## src/rtl/hc595_pkg.sv

```systemverilog
// hc595_pkg: shared types and constants for the 74HC595 chain controller
//   state_t : shift FSM states (IDLE, SHIFT, LATCH)
//   PWM_W   : width of the brightness / PWM counter
package hc595_pkg;
    localparam int PWM_W = 4;
    typedef enum logic [1:0] {IDLE, SHIFT, LATCH} state_t;
endpackage

```

## src/rtl/hc595_oe_pwm.sv

```systemverilog
// hc595_oe_pwm: free-running PWM that drives the active-low output enable
//   clk    : clock
//   rst    : synchronous active-high reset
//   bright : requested duty in sixteenths, picked up once per PWM period
//   OE     : active-low output enable, low while the counter is below the applied duty
module hc595_oe_pwm
    import hc595_pkg::*;
(
    input  logic             clk,
    input  logic             rst,
    input  logic [PWM_W-1:0] bright,
    output logic             OE
);
    logic [PWM_W-1:0] r_p;
    logic [PWM_W-1:0] r_bright;
    // duty is captured on the last count so a new value only takes effect at a period boundary
    always_ff @(posedge clk) begin
        if (rst) begin
            r_p      <= '0;
            r_bright <= '0;
        end else begin
            r_p      <= r_p + 1'b1;
            r_bright <= (&r_p) ? bright : r_bright;
        end
    end
    assign OE = ~(r_p < r_bright);
endmodule

```

## src/rtl/hc595_chain_ctrl.sv

```systemverilog
// hc595_chain_ctrl: serialises a frame into a chain of 74HC595 devices and latches it
//   clk, rst      : clock, synchronous active-high reset
//   data, valid   : frame offer, accepted when valid && ready
//   ready         : high only while idle
//   done          : one-cycle pulse as the frame is latched and the controller returns to idle
//   bright        : output-enable duty in sixteenths
//   shcp, DS      : shift clock and serial data
//   stcp          : storage-register clock
//   OE            : active-low output enable
module hc595_chain_ctrl
    import hc595_pkg::*;
#(
    parameter int N_CHIPS   = 2,
    parameter int CLK_DIV   = 2,
    parameter int MSB_FIRST = 1
) (
    input  logic                   clk,
    input  logic                   rst,
    input  logic [8*N_CHIPS-1:0]   data,
    input  logic                   valid,
    output logic                   ready,
    output logic                   done,
    input  logic [PWM_W-1:0]       bright,
    output logic                   stcp,
    output logic                   shcp,
    output logic                   DS,
    output logic                   OE
);
    localparam int W  = 8 * N_CHIPS;
    localparam int BW = $clog2(W + 1);
    localparam int DW = $clog2(CLK_DIV + 1);
    localparam logic [BW-1:0] BIT_LAST = BW'(W - 1);
    localparam logic [DW-1:0] DIV_LAST = DW'(CLK_DIV - 1);
    localparam bit MSB = (MSB_FIRST != 0);

    state_t          r_state;
    state_t          w_next;
    logic [W-1:0]    r_sh;
    logic [BW-1:0]   r_bit;
    logic [DW-1:0]   r_div;
    logic            r_phase;
    logic            w_tick;
    logic            w_last;

    always_ff @(posedge clk) begin
        if (rst) r_state <= IDLE;
        else     r_state <= w_next;
    end

    always_comb begin
        w_next = r_state;
        case (r_state)
            IDLE:    w_next = valid ? SHIFT : IDLE;
            SHIFT:   w_next = (w_tick && r_phase && w_last) ? LATCH : SHIFT;
            LATCH:   w_next = w_tick ? IDLE : LATCH;
            default: w_next = IDLE;
        endcase
    end

    always_comb begin
        ready  = (r_state == IDLE);
        w_tick = (r_div == DIV_LAST);
        w_last = (r_bit == BIT_LAST);
    end

    // r_phase: 0 = shcp-low half of a bit, 1 = shcp-high half; DS only moves at the end of a high half
    always_ff @(posedge clk) begin
        if (rst) begin
            r_sh    <= '0;
            r_bit   <= '0;
            r_div   <= '0;
            r_phase <= 1'b0;
            shcp    <= 1'b0;
            stcp    <= 1'b0;
            DS      <= 1'b0;
            done    <= 1'b0;
        end else begin
            done <= 1'b0;
            case (r_state)
                IDLE: begin
                    if (valid) begin
                        r_sh    <= data;
                        DS      <= MSB ? data[W-1] : data[0];
                        r_bit   <= '0;
                        r_div   <= '0;
                        r_phase <= 1'b0;
                    end
                end
                SHIFT: begin
                    r_div <= w_tick ? '0 : r_div + 1'b1;
                    if (w_tick) begin
                        r_phase <= ~r_phase;
                        shcp    <= ~r_phase;
                        if (r_phase && w_last) begin
                            stcp <= 1'b1;
                        end else if (r_phase) begin
                            r_bit <= r_bit + 1'b1;
                            r_sh  <= MSB ? (r_sh << 1) : (r_sh >> 1);
                            DS    <= MSB ? r_sh[W-2] : r_sh[1];
                        end
                    end
                end
                LATCH: begin
                    r_div <= w_tick ? '0 : r_div + 1'b1;
                    if (w_tick) begin
                        stcp <= 1'b0;
                        done <= 1'b1;
                    end
                end
                default: ;
            endcase
        end
    end

    hc595_oe_pwm u_pwm (
        .clk    (clk),
        .rst    (rst),
        .bright (bright),
        .OE     (OE)
    );
endmodule

```

## config.mk

```make
export PLATFORM = sky130hd
export DESIGN_NAME = hc595_chain_ctrl
export DESIGN_NICKNAME = d
export VERILOG_FILES = /design/src/rtl/hc595_pkg.sv /design/src/rtl/hc595_oe_pwm.sv /design/src/rtl/hc595_chain_ctrl.sv
export SDC_FILE = /design/constraint.sdc
export NUM_CORES = 1
export LEC_CHECK = 0
export CORE_ASPECT_RATIO = 1.4
export CORE_UTILIZATION = 47
export CTS_BUF_LIST = sky130_fd_sc_hd__clkbuf_2
export DETAILED_ROUTE_END_ITERATION = 10
export PLACE_DENSITY = 0.68
export SYNTH_ARGS = -nofsm -noshare
export SYNTH_HDL_FRONTEND = slang
export SYNTH_SLANG_ARGS = --single-unit
```

## constraint.sdc

```tcl
create_clock -name clk -period 2.67 [get_ports clk]
set_clock_uncertainty 0.15 [all_clocks]
set_input_delay 0.534 -clock clk [delete_from_list [all_inputs] [get_ports clk]]
set_output_delay 0.534 -clock clk [all_outputs]
set_load 0.01 [all_outputs]
```

### Word-level counts from Yosys, hierarchy flattened

Index checks and enable logic that the tools add are counted.

* flip-flop bits (word level): 37
* input port bits: 23
* word-level logic and storage cells: 73

* add/subtract/negate cells: 3
* order comparisons: 1
* equal/unequal tests: 10
* multiplexer cells: 30
* bitwise logic cells: 3
* reductions and logical operators: 15

Operators by type and width (count)
* 15-bit 2-to-1 mux: 4
* 15-bit one-hot mux with 2 select lines: 1
* 5-bit 2-to-1 mux: 4
* 2-bit inequality test (second input constant): 6
* 1-bit 2-to-1 mux: 11
* 5-bit one-hot mux with 2 select lines: 1
* 2-bit 2-to-1 mux: 4
* 4-bit AND reduction: 2
* 1-bit one-hot mux with 2 select lines: 3
* 2-bit one-hot mux with 3 select lines: 1
* 2-bit nonzero test: 3
* 5-bit by 1-bit adder with 5-bit output (second input constant): 1
* 5-bit by 4-bit equality test with 1-bit output (second input constant): 1
* 5-bit AND reduction: 1
* 4-bit by 1-bit adder with 4-bit output (second input constant): 1
* 2-bit by 1-bit equality test with 1-bit output (second input constant): 2
* 4-bit less-than comparator: 1
* 2-bit one-hot mux with 2 select lines: 1
* 2-bit AND reduction: 2
* 2-bit OR reduction: 2
* 1-bit logical AND: 3
* 1-bit NOT: 3
* 3-bit AND reduction: 1
* 2-bit by 1-bit adder with 2-bit output (second input constant): 1
* 2 further kinds: 2

### Longest topological paths before layout

* word-level depth: 5
* mapped depth: 8
* depth with buffers taken out: 7

### By module

From an unflattened synthesis, not the netlist that was laid out.

* cell total of the unflattened synthesis: 211
* area total of the unflattened synthesis: 2059.5 sq um

Modules (own cells, without submodules)
* hc595_chain_ctrl: times used 1, cells an instance 174, area an instance 1674.1 sq um
* hc595_oe_pwm: times used 1, cells an instance 37, area an instance 385.4 sq um

### Least setup slack after synthesis

Ideal clock, no wire load.

* path kind: register -> register
* start: register r_bit[0]
* end: register DS
* setup time: 0.086 ns
* arrival time: 1.741 ns
* data required time: 2.434 ns
* setup slack: 0.693 ns
* cell stages (with the launch flop): 9
* clock period less this slack: 1.977 ns
* cells stage by stage: dfxtp_1 ha_1 and3_1 ha_1 nand4bb_1 a21oi_2 buf_4 nor2_1 a211oi_1

* cells in the longest elaborated chain, start to end: 4

RTL lines
* start: declaration: line hc595_chain_ctrl.sv:39 `logic [BW-1:0] r_bit;`
* start signal: assignment: line hc595_chain_ctrl.sv:97 `r_bit <= r_bit + 1'b1;`
* 5-bit by 4-bit equality test with 1-bit output: line hc595_chain_ctrl.sv:63 `w_last = (r_bit == BIT_LAST);`
* 1-bit logical AND: line hc595_chain_ctrl.sv:94 `if (r_phase && w_last) begin`
* 2-bit inequality test (no line)
* 5-bit AND reduction (no line)
* end signal: assignment: line hc595_chain_ctrl.sv:83 `DS <= MSB ? data[W-1] : data[0];`
* end signal: assignment: line hc595_chain_ctrl.sv:99 `DS <= MSB ? r_sh[W-2] : r_sh[1];`
* end: declaration: line hc595_chain_ctrl.sv:26 `output logic DS,`

No other way between the ends.
A chain may end at the register's enable or synchronous reset.

### Worst setup path after layout

* start: register r_state[1]
* end: output ready

* cells in the longest elaborated chain, start to end: 1

RTL lines
* start: declaration: line hc595_chain_ctrl.sv:36 `state_t r_state;`
* start signal: assignment: line hc595_chain_ctrl.sv:47 `else r_state <= w_next;`
* 2-bit logical NOT: line hc595_chain_ctrl.sv:61 `ready = (r_state == IDLE);`
* end: declaration: line hc595_chain_ctrl.sv:21 `output logic ready,`

No other way between the ends.

==> run_results.csv <==
group,metric,value,unit
floorplanning,num_rows,25,
floorplanning,core,3441,sq um
drt,vias,1403,
power_and_ir_drop,power.density,545.1,nW/um^2
timing,fin_tns_setup,0,ns
clock_network,clk_latency,0.40,ns
final_layout,layout_common_cells,"dfxtp_1 (37), nor2_1 (29), clkdlybuf4s50_1 (27)",
final_layout,area_growth,21.17,%
final_layout,drive_gt1_frac,0.06604,
place,gp_congestion,0.8024,
yosys,yosysSeqAreaShare,0.4277,
grt,grt.overflow.total,0,
timing,tightest_slew,0.3349,ns
yosys,ys_warn_count,0,
timing,period_minus_slack,2.432,ns
critical_path,path_buf_inv,2,
drt,drt_wl_total,3188,um
clock_network,cts_sinks,37,
outcome,status,"completed",
yosys,synth.distinct_cells,38,
timing,hold_viol,0,
clock_network,root_buffer,"clkbuf_2",
place,port_buffers,28,
floorplanning,design.die.area,3935,sq um
grt,grt_pass1_wl,5485,um
clock_network,clkTransAtPathRegs,0.19,ns
place,dp.cells,244,
drt,remaining_drc_errors,0,
clock_network,cts_made_buffers,5,
drt,drt_iter0_drc,20,
timing,slew_headroom,0.7703,
floorplanning,die_w,53.30,um
yosys,netlist_area,1732,sq um
grt,grt_max_degree,37,
power_and_ir_drop,p_leak,0.8262,nW
timing,fin_crit_sh,0.9109,
timing,fmax,411.1,MHz
clock_network,cts_tree,"yes",
critical_path,crit_family,"buffers and inverters",
grt,grt_use_total,0.1931,
critical_path,slowest_stage,"clkdlybuf4s50_1",
drt,wl_per_cell,12.65,um
clock_network,clk_path_buf_depth,2,
yosys,synth-seq-cells,37,
floorplanning,start_util,0.5033,
timing,setup_viol,0,
timing,rsz0062_at_grt,"no",
final_layout,layout.cells.non_filler,252,
min_path,hold_path_class,"flip-flop to flip-flop",
floorplanning,ios,29,
drt,post_drt_via_cell_ratio,5.567,
grt,antenna_found_initial,0,
yosys,syn_area_per_cell,9.411,sq um
drt,first_pass_iters,4,
power_and_ir_drop,vdd_drop_max,0.4378,mV
critical_path,crit_type,"flip-flop to output pin",
critical_path,cpPeakStageDelay,0.59,ns
grt,grt_pass1_vias,1334,
final_layout,nNetsFinal,244,
critical_path,required,1.99,ns
critical_path,cp_cell_sequence,"inv_1, ha_1, clkdlybuf4s50_1",
final_layout,diodes,0,
yosys,synth_fp_nets,217,
critical_path,cp.arrival,1.75,ns
final_layout,fillers,317,
critical_path,end_kind,"output pin",
final_layout,layout_commonest_cell,"dfxtp_1",
yosys,synthCells,184,
place,dp_hpwl,2323,um
clock_network,htreeDepth,2,
job,cap_violations,0,
timing,drv_slew,0,
floorplanning,die_y,73.82,um
critical_path,cp-start-kind,"flip-flop",
clock_network,cts_setup_buffers,0,
critical_path,worstPathMaxFanout,7,
drt,antenna_left,0,
==> Yosys cell counts (all sizes together) <==
library cell | n | area share
a211oi | 15 | 0.065
a21boi | 1 | 0.0043
a21o | 1 | 0.0043
a21oi | 7 | 0.022
a22o | 1 | 0.0051
a22oi | 2 | 0.0087
a2bb2oi | 1 | 0.0051
a311oi | 1 | 0.0051
a31oi | 1 | 0.0036
and2b | 1 | 0.0051
and3 | 1 | 0.0036
buf | 9 | 0.027
clkbuf | 3 | 0.0065
clkinv | 1 | 0.0022
dfxtp | 37 | 0.43
ha | 10 | 0.072
inv | 7 | 0.015
mux2 | 1 | 0.0065
mux2i | 22 | 0.13
nand2 | 4 | 0.0087
nand2b | 3 | 0.011
nand3 | 5 | 0.014
nand3b | 2 | 0.0087
nand4b | 2 | 0.010
nand4bb | 1 | 0.0065
nor2 | 29 | 0.063
nor2b | 2 | 0.0072
nor3 | 4 | 0.012
nor3b | 2 | 0.0087
o21ai | 3 | 0.0087
o32ai | 1 | 0.0051
or3 | 1 | 0.0036
or4b | 1 | 0.0058
xnor2 | 1 | 0.0051
xor2 | 1 | 0.0051
==> per-layer routing <==
layer  track usage  vias up  share of wire
li1              -      708              -
met1        0.2187      654           0.42
met2        0.3208       34           0.52
met3       0.04348        7          0.034
met4        0.1140        0          0.024
met5             0        -              0
==> logic make-up (layout without fill, tap and decap cells) <==
group / after synthesis / in the layout / share of synthesized area
AND/OR/NAND/NOR: 58 / 58 / 0.1676
flip-flops: 37 / 37 / 0.4277
AO/OA/AOI/OAI: 34 / 34 / 0.1373
multiplexers: 23 / 23 / 0.1337
buffers and inverters: 20 / 48 / 0.05130
adder cells (fa/ha/maj): 10 / 10 / 0.07225
XOR/XNOR: 2 / 2 / 0.01012
==> final cells by class <==
| class | count | area, sq um | share of cell area |
|---|---|---|---|
| clock buffers | 5 | 25.02 | 0.01193 |
| clock inverters | 3 | 41.29 | 0.01968 |
| inverters | 8 | 30.03 | 0.01431 |
| multi-input cells | 127 | 902.1 | 0.4299 |
| flip-flops and latches | 37 | 740.7 | 0.3530 |
| well taps | 40 | 50.05 | 0.02385 |
| repair buffers | 32 | 309.0 | 0.1473 |
==> where the power goes <==
part	switching (mW)	leakage [nW]	internal, mW	total (mW)
sequential	0.0215	0.303	0.587	0.609
clock	0.189	0.0366	0.155	0.344
combinational	0.0918	0.487	0.0994	0.191
==> metrics by stage <==
step / worst slack, ns / hold slack, ns / power, mW / cell area, sq um / util
4_1_cts: 0.2191 / 0.3472 / 1.159 / 2098 / 0.6098
3_5_place_dp: 0.3715 / 0.3066 / 0.8151 / 2033 / 0.5909
3_3_place_gp: 0.4398 / 0.2982 / 0.8069 / 2033 / 0.5909
2_1_floorplan: 0.6933 / 0.2797 / 0.7446 / 1732 / -
5_1_grt: 0.1241 / 0.3607 / 1.210 / 2098 / 0.6098
6_report: 0.2378 / 0.3407 / 1.144 / 2098 / 0.6098
==> final timing paths <==
kind                                              start  slack (ns)                 endpoint  cells past startpoint
worst max register to register    r_bit[0]$_SDFFE_PP0P_        0.36     r_sh[7]$_SDFFE_PP0P_                      8
worst max-delay path              r_state[1]$_SDFF_PP0_        0.24                    ready                      3
worst min-delay path            u_pwm.r_p[0]$_SDFF_PP0_        0.34  u_pwm.r_p[0]$_SDFF_PP0_                      1
worst min register to register  u_pwm.r_p[0]$_SDFF_PP0_        0.34  u_pwm.r_p[0]$_SDFF_PP0_                      1
==> state kept, by name, indices dropped and copies added (netlist names) <==
register / flops
r_sh: 15
DS: 1
u_pwm.r_bright: 4
u_pwm.r_p: 4
r_state: 2
r_div: 2
r_bit: 5
r_phase: 1
done: 1
stcp: 1
shcp: 1
==> what timing repair did <==
item                                    CTS  global route
endpoints found under the setup margin    1             0
hold buffers                              0             0
endpoints found under the hold margin     0             0
resized for setup                         1             0
(Power assumes the default switching activity.)
